--- src/rtl/qspi_flash_pkg.sv ---
// Shared constants for the QSPI quad-output fast-read sequencer.
package qspi_flash_pkg;

  // Sequencer states, kept as plain constants so the encoding stays fixed.
  typedef logic [2:0] state_t;
  localparam state_t ST_IDLE     = 3'd0;
  localparam state_t ST_CMD      = 3'd1;
  localparam state_t ST_ADDR     = 3'd2;
  localparam state_t ST_DUMMY    = 3'd3;
  localparam state_t ST_DATA     = 3'd4;
  localparam state_t ST_DESELECT = 3'd5;

  // Common SPI NOR read opcodes: fast read (x1 data) and quad-output fast read.
  localparam logic [7:0] OPC_FAST_READ      = 8'h0B;
  localparam logic [7:0] OPC_QUAD_OUT_READ  = 8'h6B;

  // Byte shifted out during dummy cycles.
  localparam logic [7:0] DUMMY_FILL = 8'h00;

endpackage

--- src/rtl/qspi_flash_read_sequencer.sv ---
// Drives a QSPI transceiver through opcode / address / dummy (x1) and data (x4)
// phases of a SPI NOR fast read, owns flash chip select, and streams received
// bytes back to a simple read-request client.
module qspi_flash_read_sequencer
  import qspi_flash_pkg::*;
#(
  parameter logic [7:0] READ_OPCODE    = OPC_QUAD_OUT_READ,
  parameter int         ADDR_BYTES     = 3,
  parameter int         DUMMY_BYTES    = 1,
  parameter int         CS_HIGH_CYCLES = 4
) (
  input  logic        clk,
  input  logic        rst,
  input  logic        rd_en,
  input  logic [31:0] rd_addr,
  input  logic [15:0] rd_len,
  output logic        busy,
  output logic        rd_data_valid,
  output logic [7:0]  rd_data,
  output logic        rd_done,
  output logic        flash_cs_n,
  output logic        shift_en,
  output logic        quad_shift_en,
  output logic [7:0]  tx_data,
  output logic        auto_restart,
  input  logic        shift_done,
  input  logic [7:0]  rx_data
);

  localparam logic [7:0]  ADDR_N  = 8'(ADDR_BYTES);
  localparam logic [7:0]  DUMMY_N = 8'(DUMMY_BYTES);
  localparam logic [15:0] CS_LOAD = 16'(CS_HIGH_CYCLES);

  state_t      state;
  logic [7:0]  byte_cnt;   // x1 bytes already started in the current phase
  logic [15:0] remaining;  // data bytes not yet received, including the one in flight
  logic [15:0] cs_cnt;     // deselect hold countdown
  logic [31:0] addr_q;

  // Address byte idx (0 = most significant of the ADDR_BYTES used).
  function automatic logic [7:0] addr_byte(input logic [31:0] a, input logic [7:0] idx);
    int sh;
    sh = 8 * (ADDR_BYTES - 1 - int'(idx));
    return 8'(a >> sh);
  endfunction

  // Read FSM: every transceiver strobe is issued the cycle after the previous
  // byte's shift_done, so nothing is ever started while a byte is in flight.
  always_ff @(posedge clk or posedge rst) begin
    if (rst) begin
      state         <= ST_IDLE;
      byte_cnt      <= '0;
      remaining     <= '0;
      cs_cnt        <= '0;
      addr_q        <= '0;
      busy          <= 1'b0;
      rd_data_valid <= 1'b0;
      rd_data       <= '0;
      rd_done       <= 1'b0;
      flash_cs_n    <= 1'b1;
      shift_en      <= 1'b0;
      quad_shift_en <= 1'b0;
      tx_data       <= '0;
      auto_restart  <= 1'b0;
    end else begin
      shift_en      <= 1'b0;
      quad_shift_en <= 1'b0;
      rd_data_valid <= 1'b0;
      rd_done       <= 1'b0;
      case (state)
        ST_IDLE: begin
          if (rd_en) begin
            addr_q    <= rd_addr;
            remaining <= rd_len;
            if (rd_len != 16'd0) begin
              state      <= ST_CMD;
              flash_cs_n <= 1'b0;
              busy       <= 1'b1;
              shift_en   <= 1'b1;
              tx_data    <= READ_OPCODE;
            end else begin
              // Zero-length request completes without touching the flash.
              rd_done <= 1'b1;
            end
          end
        end
        ST_CMD: begin
          if (shift_done) begin
            state    <= ST_ADDR;
            byte_cnt <= 8'd1;
            shift_en <= 1'b1;
            tx_data  <= addr_byte(addr_q, 8'd0);
          end
        end
        ST_ADDR: begin
          if (shift_done) begin
            if (byte_cnt != ADDR_N) begin
              byte_cnt <= byte_cnt + 8'd1;
              shift_en <= 1'b1;
              tx_data  <= addr_byte(addr_q, byte_cnt);
            end else if (DUMMY_N != 8'd0) begin
              state    <= ST_DUMMY;
              byte_cnt <= 8'd1;
              shift_en <= 1'b1;
              tx_data  <= DUMMY_FILL;
            end else begin
              state         <= ST_DATA;
              byte_cnt      <= '0;
              quad_shift_en <= 1'b1;
              auto_restart  <= (remaining > 16'd1);
            end
          end
        end
        ST_DUMMY: begin
          if (shift_done) begin
            if (byte_cnt != DUMMY_N) begin
              byte_cnt <= byte_cnt + 8'd1;
              shift_en <= 1'b1;
              tx_data  <= DUMMY_FILL;
            end else begin
              state         <= ST_DATA;
              byte_cnt      <= '0;
              quad_shift_en <= 1'b1;
              auto_restart  <= (remaining > 16'd1);
            end
          end
        end
        ST_DATA: begin
          // One quad strobe starts the burst; auto_restart keeps it going.
          if (shift_done) begin
            rd_data       <= rx_data;
            rd_data_valid <= 1'b1;
            remaining     <= remaining - 16'd1;
            if (remaining == 16'd1) begin
              state        <= ST_DESELECT;
              flash_cs_n   <= 1'b1;
              auto_restart <= 1'b0;
              cs_cnt       <= CS_LOAD;
            end else begin
              // Continue only if another byte follows the one now in flight.
              auto_restart <= (remaining > 16'd2);
            end
          end
        end
        ST_DESELECT: begin
          if (cs_cnt <= 16'd1) begin
            state   <= ST_IDLE;
            busy    <= 1'b0;
            rd_done <= 1'b1;
            cs_cnt  <= '0;
          end else begin
            cs_cnt <= cs_cnt - 16'd1;
          end
        end
        default: state <= ST_IDLE;
      endcase
    end
  end

endmodule
--- config.mk ---
export PLATFORM = sky130hd
export DESIGN_NAME = qspi_flash_read_sequencer
export DESIGN_NICKNAME = d
export VERILOG_FILES = /design/src/rtl/qspi_flash_pkg.sv /design/src/rtl/qspi_flash_read_sequencer.sv
export SDC_FILE = /design/constraint.sdc
export NUM_CORES = 1
export LEC_CHECK = 0
export ABC_AREA = 0
export CELL_PAD_IN_SITES_DETAIL_PLACEMENT = 1
export CELL_PAD_IN_SITES_GLOBAL_PLACEMENT = 2
export CORE_ASPECT_RATIO = 1.4
export CORE_MARGIN = 5
export CORE_UTILIZATION = 35
export CTS_BUF_LIST = sky130_fd_sc_hd__clkbuf_8
export DETAILED_ROUTE_END_ITERATION = 7
export HOLD_SLACK_MARGIN = 0.03
export PLACE_DENSITY = 0.85
export SYNTH_ARGS = -nofsm -noshare
export SYNTH_HDL_FRONTEND = slang
export SYNTH_SLANG_ARGS = --single-unit
--- constraint.sdc ---
create_clock -name clk -period 5.1 [get_ports clk]
set_input_delay 1.53 -clock clk [delete_from_list [all_inputs] [get_ports clk]]
set_output_delay 1.53 -clock clk [all_outputs]
set_load 0.05 [all_outputs]
### After elaboration in Yosys (flattened, before gate mapping)

Cells that the tools add are included.

* add/subtract/negate cells: 4
* multipliers: 0
* divide/modulo/power cells: 0
* $lt $le $gt $ge: 3
* equal/unequal tests: 19
* shift-type cells: 1
* muxes and demuxes: 60
* bitwise operators: 0
* reductions and logical operators: 19

Operators with widths (number)
* 8-bit 2-to-1 mux: 12
* 16-bit 2-to-1 mux: 5
* 16-bit case mux with 2 select lines: 2
* 8-bit case mux with 4 select lines: 1
* 32-bit by 32-bit >> shifter with 8-bit output: 1
* 16-bit by 1-bit subtractor with 16-bit output (second input constant): 2
* 3-bit 2-to-1 mux: 10
* 8-bit case mux with 3 select lines: 1
* 1-bit 2-to-1 mux: 23
* 2-bit inequality test (second input constant): 11
* 3-bit case mux with 6 select lines: 1
* 16-bit by 1-bit == test with 1-bit output (second input constant): 1
* 16-bit by 1-bit > comparator with 1-bit output (second input constant): 1
* 16-bit by 2-bit > comparator with 1-bit output (second input constant): 1
* 16-bit by 1-bit less-or-equal comparator with 1-bit output (second input constant): 1
* 16-bit nonzero test: 1
* 4-bit AND reduction: 3
* 10-bit AND reduction: 1
* 2-bit by 8-bit subtractor with 9-bit output (first input constant): 1
* 8-bit by 1-bit adder with 8-bit output (second input constant): 1
* 8-bit by 1-bit inequality test with 1-bit output (second input constant): 1
* 8-bit by 2-bit inequality test with 1-bit output (second input constant): 1
* 1-bit case mux with 2 select lines: 4
* 2-bit nonzero test: 4
* 12 further kinds: 16

* register bits after elaboration: 98
* bits in latches: 0
* bits in writable memories: 0
* memory bits (read-only): 0
* bits of input ports: 60
* output and inout bits: 23
* word-level logic and storage cells: 120
* memories: 0

### Longest topological paths before layout

Gate-level depths: netlist (run 1).

* depth in word-level cells: 5
* gate-level depth with buffers: 9
* gate-level depth less buffers: 7

### Worst setup path before layout (run 1)

Ideal clock, no wire load.

* kind: input to register
* start point: input port shift_done
* end point: register rd_data[0]
* setup time: 0.125 ns
* data arrival time: 2.782 ns
* data required time: 4.975 ns
* slack: 2.194 ns
* cell stages on the path: 4
* path buffers: 2
* cell sequence: clkbuf_1 > nor4bb_1 > clkbuf_1 > mux2_2

* cells in the longest elaborated chain, start to end: 1

RTL lines
* from (decl): line qspi_flash_read_sequencer.sv:26 `input logic shift_done,`
* 2-bit AND reduction (no source line)
* to (signal assigned): line qspi_flash_read_sequencer.sv:131 `rd_data <= rx_data;`
* to (decl): line qspi_flash_read_sequencer.sv:19 `output logic [7:0] rd_data,`

No other way between the ends.
A chain may end at the register's enable or synchronous reset.

### Worst setup path after layout (run 1)

* start point: input port rd_en
* end point: register tx_data[0]

* cells in the longest elaborated chain, start to end: 2

RTL lines
* from (decl): line qspi_flash_read_sequencer.sv:14 `input logic rd_en,`
* 2-bit inequality test (no source line)
* 7-bit AND reduction (no source line)
* to (signal assigned): line qspi_flash_read_sequencer.sv:92 `tx_data <= addr_byte(addr_q, 8'd0);`
* to (signal assigned): line qspi_flash_read_sequencer.sv:100 `tx_data <= addr_byte(addr_q, byte_cnt);`
* to (decl): line qspi_flash_read_sequencer.sv:24 `output logic [7:0] tx_data,`

No other way between the ends.

==> results of run 1 <==
[cell families after synthesis]
logic type                 after synthesis
and+or+nand+nor                        145
AOI/OAI and AO/OA                      138
DFF                                     98
muxes                                   49
buffers and inverters                   46
adders and majority gates                8
xor gates and xnor gates                 2
[power by group through the flow]
stage               Combinational, mW  Sequential, mW  Clock, mW
global route                    0.525            1.08      0.541
floorplan                       0.266            1.08          0
CTS                             0.482            1.06      0.512
global placement                0.461            1.06          0
finish                          0.475            1.06      0.491
detailed placement              0.479            1.07          0
[cells in the final DEF (no fill, tap or decap), types with 3 or more instances in the layout]
cell type,synthesis,layout
a211oi_1,3,3
a21oi_1,34,34
a22oi_1,6,6
a2bb2oi_1,3,3
a31oi_1,15,15
and2_1,3,3
buf_4,1,7
clkbuf_8,0,9
clkdlybuf4s50_1,0,82
dfrtp_1,97,97
ha_1,8,8
inv_1,21,20
inv_6,0,4
mux2_2,37,37
mux2i_1,4,4
mux4_2,8,8
nand2_1,33,33
nand2b_1,5,5
nand3_1,7,7
nand3b_1,3,3
nand4_1,6,6
nor2_1,26,26
nor2b_1,11,11
nor3_1,18,18
nor4_1,12,12
o21a_1,4,4
o21ai_0,39,39
o22ai_1,5,5
o2bb2ai_1,5,5
o32a_1,5,5
or3_1,4,4
[stage by stage]
step,hold slack (ps),utilization [%]
final,500,43.7
after global routing,520,43.7
after CTS,499,43.7
after detailed placement,483,42.5
after global placement,467,42.5
after floorplan,444,-
[worst register-to-register path: cells and delay by family (launching register included)]
kind,cells,cell delay (ps)
AO/OA/AOI/OAI,2,940
AND/OR/NAND/NOR,2,490
buffers and inverters,1,450
flip-flops,1,590
[routing by layer]
metal,GRT usage (%),share of wire (%),wire length (um),vias up
met2,29.5,54,7440,62
met3,3.22,2.7,366,14
met5,0,0,0,-
li1,-,-,-,1955
met4,5.39,1.7,240,0
met1,19.7,42,5750,2102
[synth_stat cells, types with 3 or more instances]
library cell	number	share of area (%)
or3_1	4	0.49
o32a_1	5	0.98
nor2_1	26	1.9
dfrtp_1	97	48
nand4_1	6	0.74
a31oi_1	15	1.8
a2bb2oi_1	3	0.52
and2_1	3	0.37
a21oi_1	34	3.3
nor4_1	12	1.5
a22oi_1	6	0.89
nor3_1	18	1.8
nor2b_1	11	1.4
o21ai_0	39	3.8
inv_1	21	1.6
o2bb2ai_1	5	0.86
nand2b_1	5	0.62
ha_1	8	2.0
mux2_2	37	8.2
nand3b_1	3	0.44
a211oi_1	3	0.44
mux2i_1	4	0.79
o22ai_1	5	0.62
o21a_1	4	0.59
nand2_1	33	2.4
buf_2	7	0.69
clkbuf_1	16	1.2
mux4_2	8	3.5
nand3_1	7	0.69
[state kept, by name, summed over array words and instances (netlist names)]
register,cells
addr_q,32
auto_restart,1
busy,1
byte_cnt,8
cs_cnt,16
flash_cs_n,1
quad_shift_en,1
rd_data,8
rd_data_valid,1
rd_done,1
remaining,16
shift_en,1
state,3
tx_data,8
[path summary, 6_finish.rpt]
path                       slack (ps)  startpoint  cells past startpoint         end
setup reg to reg                 2560    state[1]                      5  tx_data[0]
hold / removal                    500  cs_cnt[14]                      1  cs_cnt[14]
hold reg to reg                   500  cs_cnt[14]                      1  cs_cnt[14]
min in group asynchronous        1650         rst                      2  rd_data[0]
setup / recovery                 1640       rd_en                      6  tx_data[0]
max in group asynchronous        2590         rst                      3  flash_cs_n
[layout make-up]
class / instances / area share (%)
Clock inverter: 7 / 0.896
Timing Repair Buffer: 89 / 13.9
Multi-Input combinational cell: 342 / 39.2
Clock buffer: 9 / 1.97
Tap cell: 189 / 3.76
Sequential cell: 98 / 39.0
Inverter: 21 / 1.29
==> metrics.md, run 1 <==
| Metric | Value |
|---|---|
| Final Hold Vio Count | `0` |
| GRT Total Usage | `16.5%` |
| Initial Util | `35.4%` |
| I/O pins | `83` |
| Skew final | `13.3 ps` |
| TritonRoute pass-1 iters | `4` |
| WP data required | `5420 ps` |
| Multi-input gate area | `2460 um^2` |
| CTS tree | `yes` |
| Clock Tree Buf Depth | `2` |
| Die W | `112 um` |
| DP Cell Count | `739` |
| Average cell area after synthesis | `10.5 um^2` |
| Vias in the first global route | `4,550` |
| Comb power frac | `23.5%` |
| Largest net degree at the start of global routing | `65` |
| Synthesis-to-layout area growth | `23.6%` |
| Peak supply drop | `0.000131 V` |
| First-pass GRT wire length | `23.0 mm` |
| Synth Area in Compound Gates | `17.7%` |
| Clock Sinks | `98` |
| RSZ-0062 raised after global routing | `false` |
| Post-DP Area | `6110 um^2` |
| Clk pwr share | `24.2%` |
| Number of fill cells | `1,598` |
| Num rows | `52` |
| Vias per std cell | `5.47` |
| Count of final setup violators | `0` |
| CTS clk-pin slew, worst paths | `100 ps` |
| Mapped Area | `5080 um^2` |
| Pre-CTS setup slack | `1260 ps` |
| Post-route design area | `6290 um^2` |
| Routed len/inst | `18.3 um` |
| Detailed Route WL | `13.8 mm` |
| Final Slew Violations | `0` |
| Multiplexer area fraction after synthesis | `12.5%` |
| CTS Hold Bufs | `0` |
| Chip height | `153 um` |
| CP Class | `input pin to flop` |
| Lkg Pwr | `2.45 nW` |
| Cell internal pwr | `1.31 mW` |
| Crit-path max cell delay | `660 ps` |
| Register area share after synthesis | `48.3%` |
| CTS Buf Count | `9` |
| Tot Pwr | `2.02 mW` |
| Final worst setup slack | `1640 ps` |
| # diodes | `0` |
| Initial antenna violation count | `0` |
| Setup crit end kind | `flop` |
| Post-CTS Setup Inserts | `0` |
| Resized cells post-CTS | `0` |
| Core box area | `14,400 um^2` |
| Setup TNS | `0 ps` |
| Iter 0 DRT Violations | `209` |
| GP Congestion | `0.806` |
| Adder-cell share of the synthesized area | `1.97%` |
| Switch share | `35.1%` |
| Synth Register Bits | `98` |
| Nets@finish | `629` |
| Status | `complete, no violations` |
| Max cap viols | `0` |
| Period Utilization, post-route | `67.8%` |
| Worst-Skew Late Latency | `380 ps` |
| CP top delay family | `buffers and inverters` |
| H-tree depth | `3` |
| Syn_nets | `554` |
| Post-synth EDFFs | `0` |
| CP max FO | `40` |
| CP Launch Type | `input pin` |
| Top_reg_cell synth | `dfrtp_1` |
| Sequence of cells on the critical path | `clkdlybuf4s50_1, nor4b_4, buf_4, nand2_1, a21oi_1, o32a_1` |
| Vias | `4,133` |
| Synth async-reset ratio | `100%` |
| Critical Path Slowest Stage Cell | `a21oi_1` |
| Final worst path period need | `3460 ps` |
| Ys Warns | `0` |
| Crit path buffers/inverters | `2` |
| Largest family of logic cells by synthesized area | `compound AO/OA/AOI/OAI gates` |
| Max-slew headroom | `28.8%` |
| Share of cells above drive strength 1 | `15.0%` |
| Sequential Area | `2450 um^2` |
| Cell count after synthesis | `486` |
| XOR/XNOR Fraction of Synth Area | `0.344%` |
| Cell area power density | `322 nW/um^2` |
| Root Buffer | `clkbuf_8` |
| Fmax | `289 MHz` |
| HPWL Detailed | `10.2 mm` |
| Slew @ Worst Pin | `1070 ps` |
| CP arrival | `3780 ps` |
| Switching power | `0.711 mW` |
| ANT nets after route | `0` |
| Hold Path Class | `flop to flop` |
| Sequential power share | `52.3%` |
| Synth cell types | `63` |
| Total grt overflow | `0` |
| DRC | `0` |
| Post-Synth Simple-Gate Area | `15.6%` |
| IO buf count | `82` |
| Die area | `17,100 um^2` |
| Final std cells w/o fill | `755` |
No activity file was read; power rests on OpenSTA's default activity.
==> run 2: changes to the inputs <==
Settings changed: CORE_UTILIZATION 35 to 32, PLACE_DENSITY 0.85 to 0.82.
Clock period 5.1 ns to 3.15 ns, I/O delays scaled along.
==> run 2 against run 1 <==
Effect of this change: design area rose by 2.3%; critical path type is now flop to output port; largest cell class unchanged; via count rose by 1.2%; worst hold slack improved by 9.7 ps; die area rose by 8.6%; critical path depth fell by 5; non-clock buffer count rose by 8.
==> metrics.md, run 2 (synthesis results as in run 1) <==
| Metric | Value |
|---|---|
| CP max FO | `2` |
| Slew @ Worst Pin | `755 ps` |
| Sequence of cells on the critical path | `clkdlybuf4s50_1` |
| Count of final setup violators | `0` |
| Initial antenna violation count | `0` |
| First-pass GRT wire length | `23.4 mm` |
| CP arrival | `1750 ps` |
| Core box area | `15,600 um^2` |
| Multi-input gate area | `2460 um^2` |
| Chip height | `159 um` |
| Clock Tree Buf Depth | `2` |
| Num rows | `54` |
| CP Launch Type | `flop` |
| Hold Path Class | `flop to flop` |
| Commonest non-fill, non-tap cells in the layout | `dfrtp_1 (97), clkdlybuf4s50_1 (82), o21ai_0 (39)` |
| TritonRoute pass-1 iters | `4` |
| Final worst path period need | `2690 ps` |
| IO buf count | `82` |
| Number of fill cells | `1,739` |
| CTS Buf Count | `9` |
| Commonest non-fill, non-tap cell in the layout | `dfrtp_1` |
| Period Utilization, post-route | `85.6%` |
| Total grt overflow | `0` |
| HPWL Detailed | `10.7 mm` |
| Final Util | `41.2%` |
| Skew final | `11.5 ps` |
| CTS clk-pin slew, worst paths | `110 ps` |
| Status | `complete, no violations` |
| Detailed Route WL | `14.2 mm` |
| ANT nets after route | `0` |
| Max cap viols | `0` |
| Initial Util | `32.6%` |
| Max-slew headroom | `49.6%` |
| CP Class | `flop to output port` |
| Vias in the first global route | `4,648` |
| Crit path buffers/inverters | `1` |
| Post-CTS Setup Inserts | `0` |
| Critical Path Slowest Stage Cell | `clkdlybuf4s50_1` |
| Final Slew Violations | `0` |
| Final Hold Vio Count | `0` |
| RSZ-0062 raised after global routing | `false` |
| Worst-Skew Late Latency | `380 ps` |
| Sequential Area | `2450 um^2` |
| I/O pins | `83` |
| H-tree depth | `3` |
| Peak supply drop | `0.000359 V` |
| Biggest regs | `addr_q: 32 flops, cs_cnt: 16 flops, remaining: 16 flops` |
| Nets@finish | `637` |
| Die W | `117 um` |
| Vias per std cell | `5.43` |
| WP data required | `2200 ps` |
| Share of cells above drive strength 1 | `16.2%` |
| Setup crit end kind | `output port` |
| CTS Hold Bufs | `0` |
| DRC | `0` |
| Clock Sinks | `98` |
| Vias | `4,181` |
| CTS tree | `yes` |
| Largest net degree at the start of global routing | `49` |
| Die area | `18,500 um^2` |
| Lkg Pwr | `2.51 nW` |
| Cell area power density | `529 nW/um^2` |
| Largest reg by FF count | `addr_q` |
| CP top delay family | `buffers and inverters` |
| Max FFs per register | `32` |
| Resized cells post-CTS | `0` |
| Crit-path max cell delay | `800 ps` |
| Synthesis-to-layout area growth | `26.5%` |
| Fmax | `371 MHz` |
| Iter 0 DRT Violations | `156` |
| # diodes | `0` |
| GP Congestion | `0.770` |
| Routed len/inst | `18.4 um` |
| GRT Total Usage | `15.6%` |
| Setup TNS | `0 ps` |
| Root Buffer | `clkbuf_8` |
| Worst hold margin | `510 ps` |
## run 2: cell count changes in the layout (fill, tap and decap cells not counted), sizes merged
| cell | previous run | this run |
|---|---|---|
| buf | 7 | 15 |
| bufinv | 0 | 1 |
| clkinvlp | 0 | 1 |
| inv | 26 | 24 |
## run 2: final cells by class
cell class | instances | area share [%]
multi-input cells | 342 | 38.3
clock inverters | 7 | 1.48
clock buffers | 9 | 1.93
inverters | 21 | 1.28
well taps | 196 | 3.81
repair buffers | 97 | 15.1
flip-flops and latches | 98 | 38.1
## run 2: worst paths after layout
| path | depth (start not counted) | slack [ps] | endpoint | start |
|---|---|---|---|---|
| max | 1 | 460 | flash_cs_n | flash_cs_n |
| min | 1 | 510 | cs_cnt[14] | cs_cnt[14] |
| max reg2reg | 6 | 740 | cs_cnt[2] | state[1] |
| min reg2reg | 1 | 510 | cs_cnt[14] | cs_cnt[14] |
| max in group asynchronous | 3 | 1600 | flash_cs_n | rst |
| min in group asynchronous | 2 | 930 | remaining[3] | rst |
## run 2: routing by layer
metal	share of wire [%]	track usage (%)	up-vias
met2	55	28.6	68
met3	3.2	2.85	13
met5	0	0	-
li1	-	-	1971
met4	1.3	4.28	0
met1	40	18.3	2129
## run 2: through the flow
stage	area [um^2]	power, mW	cells	worst slack [ps]
floorplan	5090	2.18	486	829
global placement	6210	2.48	754	165
detailed placement	6210	2.53	754	139
CTS	6430	3.44	770	438
global route	6430	3.58	770	432
finish	6430	3.40	770	455
## run 2: where the power goes
| group | internal [mW] | switching (mW) | leakage (nW) | total, mW |
|---|---|---|---|---|
| clock network | 0.392 | 0.507 | 0.111 | 0.900 |
| registers | 1.47 | 0.245 | 1.18 | 1.71 |
| logic | 0.362 | 0.425 | 1.22 | 0.788 |
==> run 3: changes to the inputs <==
Settings changed: CTS_CLUSTER_SIZE set to 40, PLACE_DENSITY 0.82 to 0.79.
==> run 3 against run 2 <==
Effect of this change: flip-flop and latch count did not move; setup slack got worse by 4.0 ps; sequential power barely moved; via count rose by 0.84%; utilization fell by 0.080 points; sequential share of layout area rose by 0.074 points; non-clock buffer count rose by 3; design area fell by 0.19%; critical path type unchanged; critical endpoint unchanged; largest cell class unchanged.
==> metrics.md, run 3 (synthesis results as in run 1) <==
| Metric | Value |
|---|---|
| Vias | `4,216` |
| CP top delay family | `buffers and inverters` |
| Largest net degree at the start of global routing | `99` |
| Die area | `18,500 um^2` |
| Initial antenna violation count | `0` |
| Commonest non-fill, non-tap cells in the layout | `dfrtp_1 (97), clkdlybuf4s50_1 (82), o21ai_0 (39)` |
| Root Buffer | `clkbuf_8` |
| WP data required | `2200 ps` |
| GRT Total Usage | `15.7%` |
| Fmax | `371 MHz` |
| Clock Tree Buf Depth | `2` |
| Nets@finish | `640` |
| CTS Buf Count | `9` |
| Vias in the first global route | `4,658` |
| Crit-path max cell delay | `810 ps` |
| CTS tree | `yes` |
| Lkg Pwr | `2.51 nW` |
| IO buf count | `82` |
| Count of final setup violators | `0` |
| Final Slew Violations | `0` |
| Status | `complete, no violations` |
| Hold Path Class | `flop to flop` |
| Biggest regs | `addr_q: 32 flops, cs_cnt: 16 flops, remaining: 16 flops` |
| Skew final | `14.2 ps` |
| ANT nets after route | `0` |
| Commonest non-fill, non-tap cell in the layout | `dfrtp_1` |
| Critical Path Slowest Stage Cell | `clkdlybuf4s50_1` |
| Core box area | `15,600 um^2` |
| H-tree depth | `3` |
| Iter 0 DRT Violations | `179` |
| Tot Pwr | `3.37 mW` |
| Post-CTS Setup Inserts | `0` |
| Largest reg by FF count | `addr_q` |
| Initial Util | `32.6%` |
| RSZ-0062 raised after global routing | `false` |
| CTS Hold Bufs | `0` |
| # diodes | `0` |
| Pre-CTS setup slack | `158 ps` |
| Setup TNS | `0 ps` |
| Max-slew headroom | `48.2%` |
| Detailed Route WL | `14.3 mm` |
| Clock Sinks | `98` |
| Max FFs per register | `32` |
| DP Cell Count | `757` |
| CP max FO | `2` |
| GP Congestion | `0.755` |
| Routed len/inst | `18.4 um` |
| CP arrival | `1750 ps` |
| TritonRoute pass-1 iters | `4` |
| Crit path buffers/inverters | `1` |
| Final worst path period need | `2700 ps` |
| Worst hold margin | `483 ps` |
| Final std cells w/o fill | `773` |
| Sequence of cells on the critical path | `clkdlybuf4s50_1` |
| Vias per std cell | `5.45` |
| Setup crit end kind | `output port` |
| Worst-Skew Late Latency | `380 ps` |
| HPWL Detailed | `10.7 mm` |
| Final worst setup slack | `451 ps` |
| Chip height | `159 um` |
| CP Launch Type | `flop` |
| DRC | `0` |
| Synthesis-to-layout area growth | `26.3%` |
| CTS clk-pin slew, worst paths | `100 ps` |
| Period Utilization, post-route | `85.7%` |
| Final Hold Vio Count | `0` |
| Num rows | `54` |
| Resized cells post-CTS | `0` |
| Cell area power density | `525 nW/um^2` |
| Share of cells above drive strength 1 | `16.6%` |
| First-pass GRT wire length | `23.7 mm` |
| I/O pins | `83` |
| Slew @ Worst Pin | `778 ps` |
| CP Class | `flop to output port` |
| Die W | `117 um` |
| Max cap viols | `0` |
| Peak supply drop | `0.000274 V` |
| Total grt overflow | `0` |
run 3: cell count changes in the layout (fill, tap and decap cells not counted):
| cell | change |
|---|---|
| clkinv_4 | +2 |
| clkinv_8 | -1 |
| buf_12 | -2 |
| inv_8 | -1 |
| buf_4 | +5 |
run 3: metal layers:
| metal | share of wire [%] | track usage [%] | up-vias |
|---|---|---|---|
| met5 | 0 | 0 | - |
| met4 | 1.5 | 4.49 | 0 |
| met3 | 3.2 | 2.62 | 14 |
| met2 | 54 | 28.0 | 66 |
| met1 | 42 | 19.2 | 2161 |
| li1 | - | - | 1975 |
run 3: final timing paths:
| kind | startpoint | to | slack, ps | cells past startpoint |
|---|---|---|---|---|
| worst max-delay path | flash_cs_n | flash_cs_n | 450 | 1 |
| worst min-delay path | cs_cnt[15] | cs_cnt[15] | 480 | 1 |
| worst max register to register | byte_cnt[0] | tx_data[3] | 930 | 6 |
| worst min register to register | cs_cnt[15] | cs_cnt[15] | 480 | 1 |
| max in group asynchronous | rst | tx_data[3] | 1640 | 3 |
| min in group asynchronous | rst | rd_data[6] | 1050 | 3 |
run 3: final cells by class:
type                       instances  area, um^2
clock buffer                       9         124
clock inverter                     7        85.1
fill                            1750        9190
inverter                          21        82.6
multi-input combinational        342        2460
sequential                        98        2450
tap                              196         245
timing repair buffer             100         968
run 3: worst reg2reg max path: stages, from the launching register on:
cell and delay [ps]:
dfrtp_1 610, buf_4 280, inv_1 70, or3_1 360, nand4_1 310, nor2b_1 110
o32a_1 360
run 3: report_power, final:
part / internal, mW / switching [mW] / total, mW / leakage (nW)
combinational: 0.359 / 0.419 / 0.778 / 1.22
sequential: 1.47 / 0.247 / 1.72 / 1.18
clock: 0.383 / 0.492 / 0.875 / 0.106
run 3: stage by stage:
| step | util (%) | cell area, um^2 |
|---|---|---|
| floorplan | - | 5090 |
| global placement | 39.8 | 6210 |
| detailed placement | 39.8 | 6210 |
| CTS | 41.1 | 6420 |
| global route | 41.1 | 6420 |
| finish | 41.1 | 6420 |
